===== config.mk =====
export PLATFORM = sky130hd
export DESIGN_NAME = mmd_counter_flat
export DESIGN_NICKNAME = d
export VERILOG_FILES = /design/src/rtl/mmd_counter_if.sv /design/src/rtl/mmd_counter.sv /design/src/flat_wrapper.sv
export SDC_FILE = /design/constraint.sdc
export NUM_CORES = 1
export LEC_CHECK = 0
export BUFFER_PORTS_ARGS = -buffer_cell sky130_fd_sc_hd__buf_2
export CAP_MARGIN = 0
export CORE_MARGIN = 2
export CORE_UTILIZATION = 40
export DETAILED_ROUTE_END_ITERATION = 7
export SLEW_MARGIN = 10
export SYNTH_ARGS = -nofsm -noshare
export SYNTH_HDL_FRONTEND = slang
export SYNTH_SLANG_ARGS = --single-unit

===== constraint.sdc =====
create_clock -name clk -period 2.05 [get_ports clk]
set_input_delay 0.5125 -clock clk [delete_from_list [all_inputs] [get_ports clk]]
set_output_delay 0.5125 -clock clk [all_outputs]
set_load 0.005 [all_outputs]

===== src/rtl/mmd_counter_if.sv =====
// Control and status bundle for the multi-modulus divider counter.
// The DSM/control side uses the master modport; the divider uses slave.
interface mmd_counter_if #(
  parameter int unsigned CNT_W = 8,
  parameter int unsigned OFS_W = 3
);
  logic             enable;
  logic [CNT_W-1:0] n_int;
  logic [OFS_W-1:0] dsm_ofs;
  logic             div_out;
  logic             div_strobe;
  logic [CNT_W-1:0] mod_cur;
  logic             sat;

  modport master (
    output enable, n_int, dsm_ofs,
    input  div_out, div_strobe, mod_cur, sat
  );

  modport slave (
    input  enable, n_int, dsm_ofs,
    output div_out, div_strobe, mod_cur, sat
  );
endinterface


===== src/rtl/mmd_counter.sv =====
// Multi-modulus divider counter: divides by clamp(n_int + dsm_ofs) each period.
// Define MMD_DUTY50_EN for a ~50% duty div_out instead of a one-cycle pulse.
module mmd_counter #(
  parameter int unsigned CNT_W   = 8,
  parameter int unsigned OFS_W   = 3,
  parameter int unsigned MIN_DIV = 2
) (
  input logic          clk,
  input logic          rst,
  mmd_counter_if.slave bus
);

  localparam int unsigned ExtW = CNT_W + 2;
  localparam logic signed [ExtW-1:0] MinDiv = ExtW'(MIN_DIV);
  localparam logic signed [ExtW-1:0] MaxDiv = {2'b00, {CNT_W{1'b1}}};

  typedef enum logic {StIdle, StRun} state_e;

  state_e           state_q, state_d;
  logic [CNT_W-1:0] cnt_q, cnt_d;
  logic [CNT_W-1:0] mod_q, mod_d;
  logic             sat_q, sat_d;
  logic             strobe_q, strobe_d;
  logic             div_q, div_d;

  logic signed [ExtW-1:0] m_raw;
  logic [CNT_W-1:0]       m_clamp;
  logic                   m_sat;
  logic                   load;

  assign m_raw = $signed({2'b00, bus.n_int})
               + $signed({{(ExtW-OFS_W){bus.dsm_ofs[OFS_W-1]}}, bus.dsm_ofs});

  always_comb begin
    m_sat   = 1'b1;
    m_clamp = m_raw[CNT_W-1:0];
    if (m_raw < MinDiv) begin
      m_clamp = MinDiv[CNT_W-1:0];
    end else if (m_raw > MaxDiv) begin
      m_clamp = {CNT_W{1'b1}};
    end else begin
      m_sat = 1'b0;
    end
  end

  // Inputs are only sampled here: leaving IDLE, or at terminal count while still enabled.
  assign load = bus.enable && ((state_q == StIdle) || (cnt_q == '0));

  always_comb begin
    state_d = state_q;
    cnt_d   = cnt_q;
    mod_d   = mod_q;
    sat_d   = sat_q;
    if (load) begin
      state_d = StRun;
      cnt_d   = m_clamp - CNT_W'(1);
      mod_d   = m_clamp;
      sat_d   = m_sat;
    end else if (state_q == StRun) begin
      if (cnt_q != '0) begin
        cnt_d = cnt_q - CNT_W'(1);
      end else begin
        state_d = StIdle;
        cnt_d   = '0;
        mod_d   = '0;
        sat_d   = 1'b0;
      end
    end
    // Outputs are precomputed from next state so they can leave straight from flops.
    strobe_d = (state_d == StRun) && (cnt_d == '0);
`ifdef MMD_DUTY50_EN
    div_d = (state_d == StRun) && (cnt_d >= (mod_d >> 1));
`else
    div_d = strobe_d;
`endif
  end

  always_ff @(posedge clk or negedge rst) begin
    if (!rst) begin
      state_q  <= StIdle;
      cnt_q    <= '0;
      mod_q    <= '0;
      sat_q    <= 1'b0;
      strobe_q <= 1'b0;
      div_q    <= 1'b0;
    end else begin
      state_q  <= state_d;
      cnt_q    <= cnt_d;
      mod_q    <= mod_d;
      sat_q    <= sat_d;
      strobe_q <= strobe_d;
      div_q    <= div_d;
    end
  end

  assign bus.div_out    = div_q;
  assign bus.div_strobe = strobe_q;
  assign bus.mod_cur    = mod_q;
  assign bus.sat        = sat_q;

endmodule


===== src/flat_wrapper.sv =====
// flat-port wrapper written by rule: the top's interface ports become plain ports
module mmd_counter_flat 
#(
  parameter int unsigned CNT_W   = 8,
  parameter int unsigned OFS_W   = 3,
  parameter int unsigned MIN_DIV = 2
)
  (clk, rst, bus_enable, bus_n_int, bus_dsm_ofs, bus_div_out, bus_div_strobe, bus_mod_cur, bus_sat);
  mmd_counter_if #(.CNT_W(CNT_W), .OFS_W(OFS_W)) bus_i ();
  input logic clk;
  input logic rst;
  input wire logic [$bits(bus_i.enable)-1:0] bus_enable;
  input wire logic [$bits(bus_i.n_int)-1:0] bus_n_int;
  input wire logic [$bits(bus_i.dsm_ofs)-1:0] bus_dsm_ofs;
  output wire logic [$bits(bus_i.div_out)-1:0] bus_div_out;
  output wire logic [$bits(bus_i.div_strobe)-1:0] bus_div_strobe;
  output wire logic [$bits(bus_i.mod_cur)-1:0] bus_mod_cur;
  output wire logic [$bits(bus_i.sat)-1:0] bus_sat;
  assign bus_i.enable = bus_enable;
  assign bus_i.n_int = bus_n_int;
  assign bus_i.dsm_ofs = bus_dsm_ofs;
  assign bus_div_out = bus_i.div_out;
  assign bus_div_strobe = bus_i.div_strobe;
  assign bus_mod_cur = bus_i.mod_cur;
  assign bus_sat = bus_i.sat;
  mmd_counter #(.CNT_W(CNT_W), .OFS_W(OFS_W), .MIN_DIV(MIN_DIV)) u_core (.clk(clk), .rst(rst), .bus(bus_i));
endmodule

---- Word-level counts from Yosys, hierarchy flattened ----
Cells that the tools add are included.
W data, S select, Z words.
cells by class
  div/mod/pow operators ................... 0
  reductions and logical operators ........ 8
  multipliers ............................. 0
  multiplexer cells ....................... 16
  equal/unequal tests ..................... 1
  $add $sub $neg .......................... 3
  order comparisons ....................... 2
  shift operators ......................... 0
  bitwise logic cells ..................... 1
operators with widths
  kind                   count
  $mux W8                8
  $logic_not A8 Y1       2
  $sub A8 B1 Y8 const B  2
  $add A9 B3 Y10         1
  $gt A10 B9 Y1 const B  1
  $lt A10 B3 Y1 const B  1
  $mux W1                8
  $reduce_bool A8 Y1     1
  $logic_and A1 B1 Y1    2
  $ne A2 B1 Y1 const B   1
  $reduce_and A2 Y1      1
  $reduce_bool A2 Y1     1
  $logic_or A1 B1 Y1     1
  $not A1 Y1             1
word-level totals
  latch bits .............................. 0
  input port bits ......................... 14
  memory bits (read-only) ................. 0
  register bits after elaboration ......... 19
  memories kept ........................... 0
  RAM bits ................................ 0

---- Depth between registers and ports, before layout ----
  word-level depth ........................ 8
  depth in mapped cells ................... 16
  depth with buffers taken out ............ 15

---- Least setup slack after synthesis ----
OpenSTA, ideal clock, no wires.
  kind .................................... in2reg
  start point ............................. input port bus_dsm_ofs[0]
  end point ............................... register u_core.strobe_q (netlist: u_core.bus.div_strobe)
  path buffers ............................ 1
  data arrival time ....................... 3.619 ns
  stages on the path ...................... 16
  path slack .............................. -1.637 ns
  required time ........................... 1.982 ns
  path through ............................ ha_1 fa_1 a211oi_2 nor2_2 o41ai_4 nor4_1 or2_0 buf_6 or3_4 nor2_2 ha_1 inv_1 o211ai_2 o211ai_1 o21a_1 and4bb_1
on the way
  cells in the longest elaborated chain, start to end .. 8
  elaborated cells between the ends (all ways) .. 9
  those cells by class .................... add/sub (2); order compare (2); mux (3); reduce/logical (2)
RTL lines
  item                     line                text
  start: declaration       flat_wrapper.sv:14  input wire logic [$bits(bus_i.dsm_ofs)-1:0] bus_dsm_ofs;
  $add A9 B3 Y10 (*)       mmd_counter.sv:32   + $signed({{(ExtW-OFS_W){bus.dsm_ofs[OFS_W-1]}}, bus.dsm_ofs});
  $gt A10 B9 Y1            mmd_counter.sv:39   end else if (m_raw > MaxDiv) begin
  $mux W8                  mmd_counter.sv:39
  $mux W8 (*)              mmd_counter.sv:37   if (m_raw < MinDiv) begin
  $sub A8 B1 Y8 (*)        mmd_counter.sv:56   cnt_d = m_clamp - CNT_W'(1);
  $mux W8 (*)              mmd_counter.sv:54   if (load) begin
  $logic_not A8 Y1 (*)     mmd_counter.sv:70   strobe_d = (state_d == StRun) && (cnt_d == '0);
  $logic_and A1 B1 Y1 (*)  mmd_counter.sv:70
  named net u_core.div_d   mmd_counter.sv:24   logic div_q, div_d;
  end signal: assignment   mmd_counter.sv:91   strobe_q <= strobe_d;
  end: declaration         mmd_counter.sv:23   logic strobe_q, strobe_d;
The timed path passes the listed nets; every way through them passes the cells marked *.
A chain may end at the register's enable or synchronous reset.

---- Worst setup path after layout ----
Same ends and word-level chain as after synthesis.

==> flow_summary.json <==
{
  "worstPathRequired_ns": 2.24,
  "power.density_nw_per_um2": 455,
  "syn-mean-instance-area_sq_um": 8.88,
  "most-common-layout-cells": "buf_4, buf_2, nand2_1",
  "clk-insertion-delay-late_ns": 0.26,
  "ys_seq_area_frac": 0.268,
  "finalClockSkew_ns": 0.00281,
  "place_congestion": 0.812,
  "cts_hold_buf": 0,
  "area_delta_synth_final_pct": 61.3,
  "synth_cell_types": 58,
  "antenna_left": 0,
  "synthArstFlopShare": 1.00,
  "io-pin-count": 25,
  "drive_above_1_share": 0.526,
  "firstDrtPassIters": 4,
  "final_common_cell": "buf_4",
  "cts.clk_slew.worst_paths_ns": 0.07,
  "portBuffers": 24,
  "die_h_microns": 70.6,
  "timing.final.crit_share": 1.62,
  "fin_nets": 334,
  "ir_drop_uv": 230,
  "start_util": 0.411,
  "finalMaxSlewViolations": 0,
  "num_rows": 24,
  "timing.final.ws_setup_ns": -1.27,
  "diodes": 0,
  "synthesis.instances": 200,
  "drc_errors": 0,
  "clockBufferDepth": 2,
  "hold_viol": 0,
  "grt_start_max_net_pins": 20,
  "worst-path-max-fanout": 4,
  "grt_pass1_vias": 1932,
  "hpwlAfterDp_microns": 3790,
  "drt-total-wl_microns": 5400,
  "period_needed_ns": 3.32,
  "h-tree-depth": 1,
  "whs_ns": 0.187,
  "r2r_start": "u_core.cnt_q[3]",
  "synth-main-ff-cell": "dfrtp_1",
  "r2r_slack_ns": -0.16,
  "tritoncts": "built",
  "reg2regPathDepth": 6,
  "track_usage": 0.209,
  "dieArea_sq_um": 4990,
  "endpoint_kind": "register",
  "die_w_microns": 70.6,
  "syn_area_sq_um": 1780,
  "place_area_sq_um": 2510,
  "crit_start": "bus_dsm_ofs[0]",
  "maxSlewHeadroom": 0.712,
  "tightest_slew_ns": 0.432,
  "drt-initial-drc-count": 146,
  "vias_per_cell": 5.30,
  "final_util": 0.663,
  "setup-violations-final": 18,
  "wl_per_cell_microns": 15.1,
  "grt-ovfl-total": 0,
  "synth-edff-count": 0,
  "p_leak_uw": 0.00133,
  "critPathKind": "input pin to register",
  "status": "complete, but fails checks",
  "reg2reg_to": "u_core.bus.div_strobe",
  "ys_seq_elements": 19,
  "grt_pass1_wl_microns": 8570,
  "synth_nets": 227,
  "grt_antenna_before_repair": 0,
  "arrival_ns": 3.51,
  "violations": "setup timing",
  "num-fill-cells": 365,
  "crit_path_start_kind": "input pin",
  "fin_area_sq_um": 2870,
  "core_area_sq_um": 4320,
  "grt_setup_unrepaired": "yes",
  "vias": 1896,
  "ys_warn_count": 0,
  "max_freq_mhz": 301,
  "critical_path.endpoint": "u_core.bus.div_strobe",
  "cts_num_sinks": 19,
  "clockRootBuffer": "clkbuf_8",
  "hold_path_class": "input pin to async pin",
  "cts_buffers": 3,
  "drv_cap": 0
}
-- metal layers --
metal	wire, microns	GRT usage
met2	2850	0.378
met5	0	0
met4	51	0.0650
met1	2340	0.262
met3	160	0.0199
-- per-stage QoR --
step | worst slack, ns | TNS (ns) | cells | total power, uW
3_3_place_gp | -1.55 | -17.65 | 342 | 921
2_1_floorplan | -1.51 | -13.35 | 200 | 683
3_5_place_dp | -1.62 | -18.36 | 342 | 927
4_1_cts | -1.17 | -11.37 | 356 | 1250
5_1_grt | -1.43 | -14.14 | 358 | 1370
6_report | -1.27 | -12.33 | 358 | 1300
-- kinds of logic after synthesis --
family                   Yosys count  synth area share
adder cells (fa/ha/maj)           13            0.0958
AO/OA/AOI/OAI                     72             0.308
XOR/XNOR                          12            0.0592
flip-flops                        19             0.268
buffers and inverters             14            0.0563
AND/OR/NAND/NOR                   70             0.213
-- report_power, final --
part	internal (uW)	leakage (uW)	switching (uW)
logic	343	0.00106	321
clock network	138	0.0000228	127
registers	375	0.000250	0
-- cells in the mapped netlist, types with 3 or more instances --
library cell	instances	area (sq um)
nand3_1	5	25.0
a21oi_1	10	50.1
ha_1	12	150
a21o_1	4	30.0
o21a_1	5	37.5
o21ai_1	4	20.0
o21ai_0	17	85.1
nand2_1	21	78.8
dfrtp_1	19	475
xnor2_1	8	70.1
nor2_1	16	60.1
o211ai_1	3	22.5
a211oi_1	4	30.0
xor2_1	4	35.0
buf_6	3	33.8
nor3_1	7	35.0
inv_1	6	22.5
-- worst max-delay path: stages --
cell and delay [ns]:
buf_6 0.10, ha_4 0.16, fa_2 0.37, a211oi_4 0.28
nor2_2 0.09, o41ai_4 0.29, nor4_2 0.11, or2_1 0.25
or3_4 0.35, nor2_4 0.11, ha_4 0.17, inv_4 0.05
o211ai_2 0.14, o211ai_1 0.11, o21a_1 0.19, and4bb_1 0.24
-- how the worst min path moves through the flow --
stage / slack [ns] / cells after the start / endpoint
finish: 0.19 / 1 / u_core.bus.mod_cur[5]
floorplan: 0.22 / 0 / u_core.bus.div_strobe
detailed placement: 0.47 / 2 / u_core.bus.mod_cur[2]
CTS: 0.20 / 1 / u_core.cnt_q[3]
global route: 0.22 / 1 / u_core.bus.sat
global placement: 0.46 / 2 / u_core.bus.mod_cur[2]
-- repair_timing --
action,in CTS,in global routing
cloned,0,0
setup endpoints to repair,18,18
gates resized for setup,27,19
setup buffers,12,8
pin swaps,19,4
-- cell type report --
class / count / area, sq um / share of cell area
multi-input cells: 167 / 1450 / 0.506
repair buffers: 110 / 805 / 0.281
flip-flops and latches: 19 / 475 / 0.166
well taps: 52 / 65.1 / 0.0227
clock buffers: 4 / 45.0 / 0.0157
inverters: 6 / 25.0 / 0.00873
-- state kept, by name (all words and copies together), names as in the netlist --
signal	count
u_core.cnt_q	8
u_core.state_q	1
u_core.bus.div_strobe	1
u_core.bus.sat	1
u_core.bus.mod_cur	8
No activity file was read; power rests on OpenSTA's default activity.
